==> src/rtl/burst_pkg.sv <==
// Shared burst/response codes, FSM state encoding and WRAP length legality
// for the burst write merge pipeline.
package burst_pkg;

    typedef enum logic [1:0] {
        BURST_FIXED = 2'd0,
        BURST_INCR  = 2'd1,
        BURST_WRAP  = 2'd2,
        BURST_RSVD  = 2'd3
    } burst_t;

    typedef enum logic [1:0] {
        RESP_OKAY   = 2'd0,
        RESP_SLVERR = 2'd2
    } resp_t;

    typedef enum logic {
        ST_IDLE  = 1'b0,
        ST_BURST = 1'b1
    } state_t;

    // WRAP bursts must be 2, 4, 8 or 16 beats (length field = beats - 1).
    function automatic logic wrap_len_legal(input logic [31:0] len);
        return (len == 32'd1) || (len == 32'd3) || (len == 32'd7) || (len == 32'd15);
    endfunction

endpackage

==> src/rtl/burst_write_merge_pipeline_if.sv <==
// Command, beat, memory-write and response signals of the burst write pipeline.
// slave = pipeline side, master = front end / memory / response consumer side.
interface burst_write_merge_pipeline_if #(
    parameter int unsigned DATA_WIDTH = 32,
    parameter int unsigned ADDR_WIDTH = 32,
    parameter int unsigned LEN_WIDTH  = 8
);
    logic [ADDR_WIDTH-1:0] u_addr;
    logic [LEN_WIDTH-1:0]  u_length;
    logic [1:0]            u_burst;
    logic                  u_addr_valid;
    logic                  u_addr_ready;
    logic [DATA_WIDTH-1:0] u_data;
    logic                  u_data_last;
    logic                  u_data_valid;
    logic                  u_data_ready;
    logic                  m_wr_en;
    logic [ADDR_WIDTH-1:0] m_wr_addr;
    logic [DATA_WIDTH-1:0] m_wr_data;
    logic [ADDR_WIDTH-1:0] d_resp_addr;
    logic [1:0]            d_resp_code;
    logic                  d_valid;
    logic                  d_ready;

    modport slave (
        input  u_addr, u_length, u_burst, u_addr_valid,
        input  u_data, u_data_last, u_data_valid, d_ready,
        output u_addr_ready, u_data_ready, m_wr_en, m_wr_addr, m_wr_data,
        output d_resp_addr, d_resp_code, d_valid
    );

    modport master (
        output u_addr, u_length, u_burst, u_addr_valid,
        output u_data, u_data_last, u_data_valid, d_ready,
        input  u_addr_ready, u_data_ready, m_wr_en, m_wr_addr, m_wr_data,
        input  d_resp_addr, d_resp_code, d_valid
    );
endinterface

==> src/rtl/burst_write_merge_pipeline_resp_fifo.sv <==
// Synchronous response FIFO with occupancy count; head data reads as zero when empty.
module resp_fifo #(
    parameter int unsigned WIDTH = 34,
    parameter int unsigned DEPTH = 4
) (
    input  logic                     clk,
    input  logic                     rst,
    input  logic                     push,
    input  logic [WIDTH-1:0]         push_data,
    input  logic                     pop,
    output logic [WIDTH-1:0]         pop_data,
    output logic [$clog2(DEPTH):0]   count
);
    localparam int unsigned AW = $clog2(DEPTH);
    localparam int unsigned CW = AW + 1;

    logic [WIDTH-1:0] mem [DEPTH];
    logic [AW-1:0]    wr_ptr;
    logic [AW-1:0]    rd_ptr;
    logic             do_push;
    logic             do_pop;

    assign do_pop  = pop && (count != '0);
    assign do_push = push && ((count != CW'(DEPTH)) || do_pop);

    always_ff @(posedge clk) begin
        if (do_push) begin
            mem[wr_ptr] <= push_data;
        end
    end

    always_ff @(posedge clk or posedge rst) begin
        if (rst) begin
            wr_ptr <= '0;
            rd_ptr <= '0;
            count  <= '0;
        end else begin
            if (do_push) wr_ptr <= wr_ptr + AW'(1);
            if (do_pop)  rd_ptr <= rd_ptr + AW'(1);
            if (do_push && !do_pop)      count <= count + CW'(1);
            else if (do_pop && !do_push) count <= count - CW'(1);
        end
    end

    assign pop_data = (count != '0) ? mem[rd_ptr] : '0;
endmodule

==> src/rtl/burst_write_merge_pipeline.sv <==
// Joins one burst command with its data beats into per-beat memory writes and
// queues one OKAY/SLVERR response per burst.
module burst_write_merge_pipeline
    import burst_pkg::*;
#(
    parameter int unsigned DATA_WIDTH      = 32,
    parameter int unsigned ADDR_WIDTH      = 32,
    parameter int unsigned LEN_WIDTH       = 8,
    parameter int unsigned RESP_FIFO_DEPTH = 4
) (
    input  logic                        clk,
    input  logic                        rst,
    burst_write_merge_pipeline_if.slave bus
);
    localparam int unsigned CW     = $clog2(RESP_FIFO_DEPTH) + 1;
    localparam int unsigned RESP_W = ADDR_WIDTH + 2;

    state_t                state_q, state_d;
    logic [ADDR_WIDTH-1:0] addr_q, start_q, mask_q, next_addr;
    logic [LEN_WIDTH-1:0]  cnt_q;
    burst_t                mode_q;
    logic                  err_q;

    logic                  addr_ready, data_ready;
    logic                  cmd_fire, beat_fire, beat_err, cmd_err;
    logic                  push;
    logic [RESP_W-1:0]     push_data, head;
    logic [CW-1:0]         fifo_count;

    assign cmd_fire  = bus.u_addr_valid && addr_ready;
    assign beat_fire = bus.u_data_valid && data_ready;
    assign beat_err  = bus.u_data_last != (cnt_q == '0);
    assign cmd_err   = (bus.u_burst == BURST_RSVD) ||
                       ((bus.u_burst == BURST_WRAP) && !wrap_len_legal(32'(bus.u_length)));
    assign push_data = {start_q, ((err_q || beat_err) ? RESP_SLVERR : RESP_OKAY)};

    always_ff @(posedge clk or posedge rst) begin
        if (rst) state_q <= ST_IDLE;
        else     state_q <= state_d;
    end

    // Slot in the FIFO is reserved at command accept, so BURST never waits on it.
    always_comb begin
        state_d    = state_q;
        addr_ready = 1'b0;
        data_ready = 1'b0;
        push       = 1'b0;
        unique case (state_q)
            ST_IDLE: begin
                addr_ready = !rst && (fifo_count < CW'(RESP_FIFO_DEPTH));
                if (cmd_fire) state_d = ST_BURST;
            end
            ST_BURST: begin
                data_ready = 1'b1;
                if (beat_fire && (cnt_q == '0)) begin
                    push    = 1'b1;
                    state_d = ST_IDLE;
                end
            end
            default: state_d = ST_IDLE;
        endcase
    end

    always_comb begin
        unique case (mode_q)
            BURST_FIXED: next_addr = addr_q;
            BURST_WRAP:  next_addr = (addr_q & ~mask_q) | ((addr_q + ADDR_WIDTH'(1)) & mask_q);
            default:     next_addr = addr_q + ADDR_WIDTH'(1);
        endcase
    end

    // Reserved types and illegal WRAP lengths are captured as INCR for stepping.
    always_ff @(posedge clk or posedge rst) begin
        if (rst) begin
            addr_q  <= '0;
            start_q <= '0;
            mask_q  <= '0;
            cnt_q   <= '0;
            mode_q  <= BURST_FIXED;
            err_q   <= 1'b0;
        end else if (cmd_fire) begin
            addr_q  <= bus.u_addr;
            start_q <= bus.u_addr;
            mask_q  <= ADDR_WIDTH'(bus.u_length);
            cnt_q   <= bus.u_length;
            mode_q  <= cmd_err ? BURST_INCR : burst_t'(bus.u_burst);
            err_q   <= cmd_err;
        end else if (beat_fire) begin
            err_q <= err_q || beat_err;
            if (cnt_q != '0) begin
                cnt_q  <= cnt_q - LEN_WIDTH'(1);
                addr_q <= next_addr;
            end
        end
    end

    always_ff @(posedge clk or posedge rst) begin
        if (rst) begin
            bus.m_wr_en   <= 1'b0;
            bus.m_wr_addr <= '0;
            bus.m_wr_data <= '0;
        end else begin
            bus.m_wr_en <= beat_fire;
            if (beat_fire) begin
                bus.m_wr_addr <= addr_q;
                bus.m_wr_data <= bus.u_data;
            end
        end
    end

    resp_fifo #(
        .WIDTH (RESP_W),
        .DEPTH (RESP_FIFO_DEPTH)
    ) u_resp_fifo (
        .clk       (clk),
        .rst       (rst),
        .push      (push),
        .push_data (push_data),
        .pop       (bus.d_ready),
        .pop_data  (head),
        .count     (fifo_count)
    );

    assign bus.u_addr_ready = addr_ready;
    assign bus.u_data_ready = data_ready;
    assign bus.d_valid      = (fifo_count != '0);
    assign bus.d_resp_addr  = head[RESP_W-1:2];
    assign bus.d_resp_code  = head[1:0];
endmodule
==> src/flat_wrapper.sv <==
// flat-port wrapper written by rule: the top's interface ports become plain ports
module burst_write_merge_pipeline_flat import burst_pkg::*;
#(
    parameter int unsigned DATA_WIDTH      = 32,
    parameter int unsigned ADDR_WIDTH      = 32,
    parameter int unsigned LEN_WIDTH       = 8,
    parameter int unsigned RESP_FIFO_DEPTH = 4
)
  (clk, rst, bus_u_addr, bus_u_length, bus_u_burst, bus_u_addr_valid, bus_u_data, bus_u_data_last, bus_u_data_valid, bus_d_ready, bus_u_addr_ready, bus_u_data_ready, bus_m_wr_en, bus_m_wr_addr, bus_m_wr_data, bus_d_resp_addr, bus_d_resp_code, bus_d_valid);
  burst_write_merge_pipeline_if #(.DATA_WIDTH(DATA_WIDTH), .ADDR_WIDTH(ADDR_WIDTH), .LEN_WIDTH(LEN_WIDTH)) bus_i ();
  input  logic clk;
  input  logic rst;
  input wire logic [$bits(bus_i.u_addr)-1:0] bus_u_addr;
  input wire logic [$bits(bus_i.u_length)-1:0] bus_u_length;
  input wire logic [$bits(bus_i.u_burst)-1:0] bus_u_burst;
  input wire logic [$bits(bus_i.u_addr_valid)-1:0] bus_u_addr_valid;
  input wire logic [$bits(bus_i.u_data)-1:0] bus_u_data;
  input wire logic [$bits(bus_i.u_data_last)-1:0] bus_u_data_last;
  input wire logic [$bits(bus_i.u_data_valid)-1:0] bus_u_data_valid;
  input wire logic [$bits(bus_i.d_ready)-1:0] bus_d_ready;
  output wire logic [$bits(bus_i.u_addr_ready)-1:0] bus_u_addr_ready;
  output wire logic [$bits(bus_i.u_data_ready)-1:0] bus_u_data_ready;
  output wire logic [$bits(bus_i.m_wr_en)-1:0] bus_m_wr_en;
  output wire logic [$bits(bus_i.m_wr_addr)-1:0] bus_m_wr_addr;
  output wire logic [$bits(bus_i.m_wr_data)-1:0] bus_m_wr_data;
  output wire logic [$bits(bus_i.d_resp_addr)-1:0] bus_d_resp_addr;
  output wire logic [$bits(bus_i.d_resp_code)-1:0] bus_d_resp_code;
  output wire logic [$bits(bus_i.d_valid)-1:0] bus_d_valid;
  assign bus_i.u_addr = bus_u_addr;
  assign bus_i.u_length = bus_u_length;
  assign bus_i.u_burst = bus_u_burst;
  assign bus_i.u_addr_valid = bus_u_addr_valid;
  assign bus_i.u_data = bus_u_data;
  assign bus_i.u_data_last = bus_u_data_last;
  assign bus_i.u_data_valid = bus_u_data_valid;
  assign bus_i.d_ready = bus_d_ready;
  assign bus_u_addr_ready = bus_i.u_addr_ready;
  assign bus_u_data_ready = bus_i.u_data_ready;
  assign bus_m_wr_en = bus_i.m_wr_en;
  assign bus_m_wr_addr = bus_i.m_wr_addr;
  assign bus_m_wr_data = bus_i.m_wr_data;
  assign bus_d_resp_addr = bus_i.d_resp_addr;
  assign bus_d_resp_code = bus_i.d_resp_code;
  assign bus_d_valid = bus_i.d_valid;
  burst_write_merge_pipeline #(.DATA_WIDTH(DATA_WIDTH), .ADDR_WIDTH(ADDR_WIDTH), .LEN_WIDTH(LEN_WIDTH), .RESP_FIFO_DEPTH(RESP_FIFO_DEPTH)) u_core (.clk(clk), .rst(rst), .bus(bus_i));
endmodule
==> config.mk <==
export PLATFORM = sky130hd
export DESIGN_NAME = burst_write_merge_pipeline_flat
export DESIGN_NICKNAME = d
export VERILOG_FILES = /design/src/rtl/burst_pkg.sv /design/src/rtl/burst_write_merge_pipeline_if.sv /design/src/rtl/burst_write_merge_pipeline_resp_fifo.sv /design/src/rtl/burst_write_merge_pipeline.sv /design/src/flat_wrapper.sv
export SDC_FILE = /design/constraint.sdc
export NUM_CORES = 1
export LEC_CHECK = 0
export CAP_MARGIN = 5
export CORE_MARGIN = 5
export CORE_UTILIZATION = 50
export CTS_BUF_LIST = sky130_fd_sc_hd__clkbuf_8
export DETAILED_ROUTE_END_ITERATION = 7
export PLACE_DENSITY = 0.78
export SLEW_MARGIN = 40
export SYNTH_ARGS = -nofsm -noshare
export SYNTH_HDL_FRONTEND = slang
export SYNTH_SLANG_ARGS = --single-unit
==> constraint.sdc <==
create_clock -name clk -period 6.15 [get_ports clk]
set_input_delay 1.845 -clock clk [delete_from_list [all_inputs] [get_ports clk]]
set_output_delay 1.845 -clock clk [all_outputs]
set_load 0.01 [all_outputs]
### Yosys cells after proc, flatten, opt, wreduce, memory -nomap -nowiden

Memories as Yosys holds them, arrays and structs flattened.
Index checks and enable logic that the tools add are counted.

* input bits: 80
* logic and storage cells: 87
* bits in writable memories: 136
* register bits after elaboration: 156
* output and inout port bits: 102
* memories kept: 1

* bitwise logic cells: 5
* order comparisons: 1
* equal/unequal tests: 10
* reductions and logical operators: 28
* multiplexer cells: 23
* add/sub/neg operators: 6

Memory list
* u_core.u_resp_fifo.mem: depth 4, bits a word 34, rd ports 1, clocked after Yosys merged registers in 0, write ports 1, RTL line burst_write_merge_pipeline_resp_fifo.sv:17 `logic [WIDTH-1:0] mem [DEPTH];`

Operators by type and width (count)
* 2-to-1 mux 32 bit: 3
* case mux 32 bit (2 select lines): 1
* 2-to-1 mux 34 bit: 1
* adder 32 x 1 -> 32 bit (second input constant): 1
* bitwise AND 32 bit: 1
* bitwise AND 32 x 8 -> 32 bit: 1
* inverter 8 -> 32 bit: 1
* bitwise OR 32 bit: 1
* 2-to-1 mux 8 bit: 3
* 2-to-1 mux 1 bit: 10
* logical AND 1 bit: 9
* equality test 8 x 1 -> 1 bit (second input constant): 1
* equality test 8 x 2 -> 1 bit (second input constant): 1
* equality test 8 x 3 -> 1 bit (second input constant): 1
* equality test 8 x 4 -> 1 bit (second input constant): 1
* zero test 8 bit: 1
* nonzero test 8 bit: 1
* subtractor 8 x 1 -> 8 bit (second input constant): 1
* equality test 2 bit (second input constant): 3
* logical OR 1 bit: 6
* 2-to-1 mux 3 bit: 2
* nonzero test 2 bit: 3
* adder 2 x 1 -> 2 bit (second input constant): 2
* zero test 1 bit: 4
* other kinds (13): 14

### Longest topological paths before layout

Gate-level depths: netlist of the first run.

* depth in word-level cells: 10
* depth in mapped cells: 11
* gate-level depth less buffers: 11

### Cells and area by module

From an unflattened synthesis of the first run, not the netlist that was laid out.

* cell total of the unflattened synthesis: 844
* area, all modules: 11996.5 µm²

Modules (own cells, without submodules)
* burst_write_merge_pipeline: times used 1, area an instance 6442.4 µm², cells an instance 593, seq. area each 3728.6 µm²
* resp_fifo: times used 1, area an instance 5554.1 µm², cells an instance 251, seq. area each 4259.1 µm²

### Worst setup path after synthesis of the first run

No wires, ideal clock.

* path type: input-to-output
* from: input port rst
* to: output port bus_u_addr_ready
* data arrival time: 2182 ps
* setup slack: 2123 ps
* required time: 4305 ps
* buffers on the path: 0
* stages: 1
* cells stage by stage: nor3_1

* longest elaborated chain between the ends: 3

Ends and longest elaborated chain
* start, declared: RTL line flat_wrapper.sv:12 `input logic rst;`
* zero test 1 bit (no line)
* logical AND 1 bit: RTL line burst_write_merge_pipeline.sv:50 `addr_ready = !rst && (fifo_count < CW'(RESP_FIFO_DEPTH));`
* 2-to-1 mux 1 bit: RTL line burst_write_merge_pipeline.sv:48 `unique case (state_q)`
* end, declared: RTL line flat_wrapper.sv:21 `output wire logic [$bits(bus_i.u_addr_ready)-1:0] bus_u_addr_ready;`

No other way between the ends.

### Worst setup path in the final report of the first run

Ends and elaborated chain as after synthesis.

==> results of run 1 <==
## cells by family after synthesis
group | after synthesis | share of synthesized area, %
simple gates | 307 | 12.8
flops | 288 | 66.3
mux | 96 | 12.2
compound gates | 71 | 3.93
buf+inv | 53 | 1.97
xor+xnor | 23 | 1.70
fa+ha+maj | 9 | 1.01
other cells | 1 | 0.0316
## worst paths after layout
path / slack (ps) / cells after the start / from / endpoint
setup / recovery: 1010 / 3 / rst / bus_u_addr_ready
hold / removal: 480 / 2 / u_core.mask_q[2] / u_core.mask_q[2]
setup reg to reg: 3180 / 11 / u_core.cnt_q[0] / u_core.u_resp_fifo.count[2]
hold reg to reg: 480 / 2 / u_core.mask_q[2] / u_core.mask_q[2]
max in group asynchronous: 3410 / 3 / rst / u_core.start_q[13]
min in group asynchronous: 1820 / 2 / rst / u_core.bus.m_wr_data[27]
## critical path, stage by stage
cell	delay (ps)
clkdlybuf4s50_1	520
nor3_1	320
clkdlybuf4s50_1	610
## report_power, final
group          switching (mW)  internal, mW
sequential              0.562          2.63
clock                   0.707         0.745
combinational           0.947          1.34
total                    2.22          4.72
## layout make-up
cell class,count,share of cell area (%)
Sequential cell,288,53.2
Multi-Input combinational cell,507,25.5
Timing Repair Buffer,191,12.7
Clock buffer,50,4.65
Tap cell,319,2.70
Clock inverter,29,0.854
Inverter,11,0.330
## through the flow
step           cell area [sq um]  instances  power, mW
3_5_place_dp               14000       1316       5.54
5_1_grt                    14800       1395       7.38
4_1_cts                    14800       1395       7.01
3_3_place_gp               14000       1316       5.46
2_1_floorplan              11900        848       4.39
6_report                   14800       1395       6.94
## sequential cells by signal, indices dropped and copies added (netlist names), named ones only
| register | count |
|---|---|
| u_core.addr_q | 25 |
| u_core.bus.m_wr_addr | 32 |
| u_core.bus.m_wr_data | 32 |
| u_core.bus.m_wr_en | 1 |
| u_core.cnt_q | 8 |
| u_core.err_q | 1 |
| u_core.mask_q | 8 |
| u_core.mode_q | 2 |
| u_core.start_q | 32 |
| u_core.state_q | 1 |
| u_core.u_resp_fifo.count | 3 |
| u_core.u_resp_fifo.mem | 132 |
| u_core.u_resp_fifo.rd_ptr | 2 |
| u_core.u_resp_fifo.wr_ptr | 2 |
## per-layer routing
metal	track usage, %	wire length (um)	share of wire (%)
met1	26.6	10700	41
met2	31.3	12500	48
met3	5.77	2060	8.0
met4	6.29	605	2.3
met5	0	11	0.042
## layout by cell type (no fill, tap or decap), types with 18 or more instances in the layout
| cell type | count |
|---|---|
| and2_1 | 42 |
| mux2_2 | 63 |
| nand3_1 | 23 |
| nor2_1 | 25 |
| edfxtp_1 | 132 |
| nand2_1 | 152 |
| dfrtp_1 | 154 |
| mux4_2 | 33 |
| o21ai_0 | 18 |
| inv_1 | 34 |
| clkdlybuf4s50_1 | 180 |
| clkbuf_8 | 50 |
| a21oi_1 | 18 |
==> results.py, run 1 <==
metrics = {
    "logic_synthesis": {
        "synth.cell_area_sq_um": 11900,
        "ys_seq_elements": 288,
        "synth_edf_count": 132,
        "yosys_most_used_dff": "dfrtp_1",
        "syn_area_per_cell_sq_um": 14.0,
        "synth_most_common_cell": "dfrtp_1",
        "syn-num-nets": 937,
        "syn_inst": 848,
        "yosysTopAreaCell": "edfxtp_1",
        "synth_area_leaders": "edfxtp_1 (33%), dfrtp_1 (33%), mux4_2 (6.3%)",
        "synth_top_area_share_pct": 33.4,
        "netlist_top_cells_count": "dfrtp_1 (156), nand2_1 (154), edfxtp_1 (132), mux2_2 (63), and2_1 (43)",
        "ys_types": 57,
        "synthArstFlopShare_pct": 54.2,
        "synth_warnings": 0,
        "seq_area_frac_synth_pct": 66.3,
    },
    "timing": {
        "worstMarginPinSlew_ps": 745,
        "setup_viol": 0,
        "rsz0062_at_grt": "no",
        "finalHoldViolCount": 0,
        "slew_violations": 0,
        "min_period_ps": 5140,
        "fin_skew_ps": 12.9,
        "max_freq_mhz": 195,
        "post-route-period-util_pct": 83.6,
        "fin_tns_setup_ps": 0,
        "hold_slack_ps": 478,
        "relSlewSlack_pct": 50.3,
        "worst_slack_ps": 1010,
    },
    "detailed_routing": {
        "routed_wl_mm": 25.9,
        "drc": 0,
        "drtPass1Iterations": 5,
        "initialDrtViolationCount": 497,
        "antenna_left": 0,
        "wl_per_cell_um": 18.6,
        "vias_per_cell": 5.37,
        "vias": 7495,
    },
    "outcome": {
        "status": "finished, final reports clean",
    },
    "die": {
        "fp.dieH_um": 164,
        "die-area_sq_um": 26900,
        "die_x_um": 164,
        "start_util_pct": 50.7,
        "core_area_sq_um": 23400,
        "rows": 56,
        "ios": 182,
    },
    "clock_network": {
        "path_clk_slew_ps": 60,
        "clockRootBuffer": "clkbuf_8",
        "cts_tree": "built",
        "cts_setup_buffers": 0,
        "ctsResizeCount": 0,
        "insertion_delay_ps": 550,
        "ctsHoldBuffers": 0,
        "htree_levels": 2,
        "cts_sinks": 288,
        "clockBufferDepth": 3,
        "cts_made_buffers": 44,
    },
    "global_routing": {
        "grt_overflow": 0,
        "antenna_found_initial": 1,
        "grt_pass1_wl_mm": 41.6,
        "track_usage_pct": 19.7,
        "grt_pass1_vias": 7815,
        "grt_max_degree": 85,
    },
    "place": {
        "port_buffers": 180,
        "gp_congestion": 0.813,
        "dpl.hpwl_mm": 17.8,
        "pre_cts_slack_ps": 1050,
    },
    "cells_and_area": {
        "drive_above_1_share_pct": 16.8,
        "final_core_util_pct": 63.3,
        "syn_to_final_growth_pct": 24.8,
        "nets": 1132,
        "n_antenna_cell": 0,
        "final-seq-area_sq_um": 7880,
        "final.fill_count": 1781,
        "multi_input_area_sq_um": 3780,
    },
    "power_and_ir_drop": {
        "vdd_drop_max_uv": 290,
        "power_density_nw_per_um2": 469,
        "p_leak_nw": 5.81,
    },
    "worst_setup_path": {
        "crit_type": "in2out",
        "end_kind": "output pin",
        "worstPathMaxFanout": 3,
        "required_ps": 4300,
        "cp-start-kind": "primary input",
        "cp.arrival_ps": 3290,
    },
    "hold_path": {
        "hp-class": "reg2reg",
    },
    "flow_run": {
        "maxCapViolations": 0,
    },
}
(Power assumes the default switching activity.)
==> run 2, diff against run 1 <==
- PLACE_DENSITY: 0.78 -> 0.75
- clock period: 6.15 -> 5.1 ns (I/O delays scaled with it)
==> run 2 against run 1 <==
Sequential power up 18%. Sequential cell count did not move. Sequential share of layout area shrank 0.82 points. Count of clock-buffer cells in the layout rose by 8. Combinational power rose by 24%. Clock power grew 38%.
==> results.py, run 2 (same netlist as run 1, synthesis figures left out) <==
metrics = {
    "worst_setup_path": {
        "cp_slowest_cell": "clkdlybuf4s50_1",
        "reg2reg_depth": 5,
        "cp.depth": 3,
        "path_buf_inv": 2,
        "crit_top_cell": "clkdlybuf4s50_1",
        "rrSetupSlack_ps": 2190,
        "timing.rr.end": "u_core.u_resp_fifo.mem[3][24]",
        "crit-reg2reg-launch": "u_core.cnt_q[3]",
        "worstPathCellList": "clkdlybuf4s50_1 -> nor3_1 -> clkdlybuf4s50_1",
        "max_stage_delay_ps": 610,
        "required_ps": 3570,
        "worstPathMaxFanout": 3,
        "crit_family": "buffers and inverters",
        "end_kind": "output pin",
        "crit_type": "in2out",
        "cp-start-kind": "primary input",
        "cp.arrival_ps": 2910,
    },
    "detailed_routing": {
        "antenna_left": 0,
        "routed_wl_mm": 25.6,
        "initialDrtViolationCount": 460,
        "vias_per_cell": 5.26,
        "wl_per_cell_um": 18.2,
        "drtPass1Iterations": 5,
        "drc": 0,
        "vias": 7384,
    },
    "global_routing": {
        "grt_max_degree": 71,
        "antenna_found_initial": 1,
        "grt_overflow": 0,
        "grt_pass1_wl_mm": 41.2,
        "grt_pass1_vias": 7673,
        "track_usage_pct": 19.5,
    },
    "timing": {
        "relSlewSlack_pct": 46.4,
        "min_period_ps": 4440,
        "max_freq_mhz": 225,
        "slew_violations": 0,
        "rsz0062_at_grt": "no",
        "fin_tns_setup_ps": 0,
        "finalHoldViolCount": 0,
        "post-route-period-util_pct": 87.0,
        "worstMarginPinSlew_ps": 805,
        "setup_viol": 0,
        "fin_skew_ps": 22.0,
        "hold_slack_ps": 482,
    },
    "clock_network": {
        "insertion_delay_ps": 550,
        "cts_sinks": 288,
        "htree_levels": 2,
        "path_clk_slew_ps": 60,
        "clockRootBuffer": "clkbuf_8",
        "ctsResizeCount": 0,
        "ctsHoldBuffers": 0,
        "cts_setup_buffers": 0,
        "cts_made_buffers": 46,
        "clockBufferDepth": 3,
        "cts_tree": "built",
    },
    "hold_path": {
        "holdPathStages": 2,
        "hp-class": "reg2reg",
        "hp-start": "u_core.mask_q[3]",
        "min_to": "u_core.mask_q[3]",
    },
    "die": {
        "core_area_sq_um": 23400,
        "die-area_sq_um": 26900,
        "die_x_um": 164,
        "rows": 56,
        "ios": 182,
        "start_util_pct": 50.7,
        "fp.dieH_um": 164,
    },
    "cells_and_area": {
        "largest_reg_flops": 132,
        "syn_to_final_growth_pct": 26.6,
        "final_core_util_pct": 64.2,
        "nets": 1138,
        "drive_above_1_share_pct": 18.1,
        "final_common_cell": "clkdlybuf4s50_1",
        "regMostFlops": "u_core.u_resp_fifo.mem",
        "final_cells": 1405,
        "final_cell_mix": "clkdlybuf4s50_1 (180), dfrtp_1 (155), nand2_1 (152), edfxtp_1 (132), mux2_2 (63)",
    },
    "place": {
        "dp_cells": 1319,
        "dpl.hpwl_mm": 17.5,
        "port_buffers": 180,
        "gp_congestion": 0.826,
    },
    "power_and_ir_drop": {
        "power.total_mw": 8.62,
        "vdd_drop_max_uv": 302,
        "p_leak_nw": 5.88,
        "power_density_nw_per_um2": 574,
    },
    "flow_run": {
        "maxCapViolations": 0,
    },
    "outcome": {
        "status": "finished, final reports clean",
    },
}
-- run 2: cell types whose count changed in the layout (fill, tap and decap cells not counted), sizes merged --
cell	before	now
bufinv	0	2
buf	11	15
clkinv	2	10
inv	37	24
diode	0	1
clkbuf	50	58
-- run 2: stage by stage --
stage | instance area, sq um | setup WS (ps)
after floorplan | 11900 | 1600
after global placement | 14000 | 685
after detailed placement | 14000 | 670
after CTS | 15000 | 653
after global routing | 15000 | 578
final | 15000 | 664
-- run 2: worst max-delay path by stage --
stage / slack (ps) / endpoint / startpoint
2_1_floorplan: 1600 / asynchronous set/reset pin / rst
3_3_place_gp: 690 / bus_u_addr_ready / rst
3_5_place_dp: 670 / bus_u_addr_ready / rst
6_report: 660 / bus_u_addr_ready / rst
4_1_cts: 650 / bus_u_addr_ready / rst
5_1_grt: 580 / bus_u_addr_ready / rst
-- run 2: worst reg2reg max path, delay by kind of cell, from the launching register on --
kind	cells	cell delay [ps]
buffers and inverters	1	430
and+or+nand+nor	4	1670
DFF	1	460
-- run 2: area by class of cell --
cell class	count	area (sq um)
clock buffers	58	798
clock inverters	26	165
well taps	319	399
diodes	1	2.50
flip-flops and latches	288	7870
repair buffers	195	1970
fillers	1796	8380
multi-input cells	507	3780
inverters	11	45.0
-- run 2: per-layer routing --
layer / part of all wire [%] / GRT usage, %
met2: 47 / 30.9
met4: 2.3 / 5.68
met5: 0.043 / 0
met1: 42 / 25.8
met3: 8.3 / 6.65
-- run 2: where the power goes --
part / total [mW] / internal, mW / leakage, nW / switching [mW]
combinational: 2.84 / 1.64 / 2.27 / 1.20
clock: 2.00 / 1.13 / 0.543 / 0.877
sequential: 3.77 / 3.17 / 3.07 / 0.602
total: 8.62 / 5.94 / 5.88 / 2.68
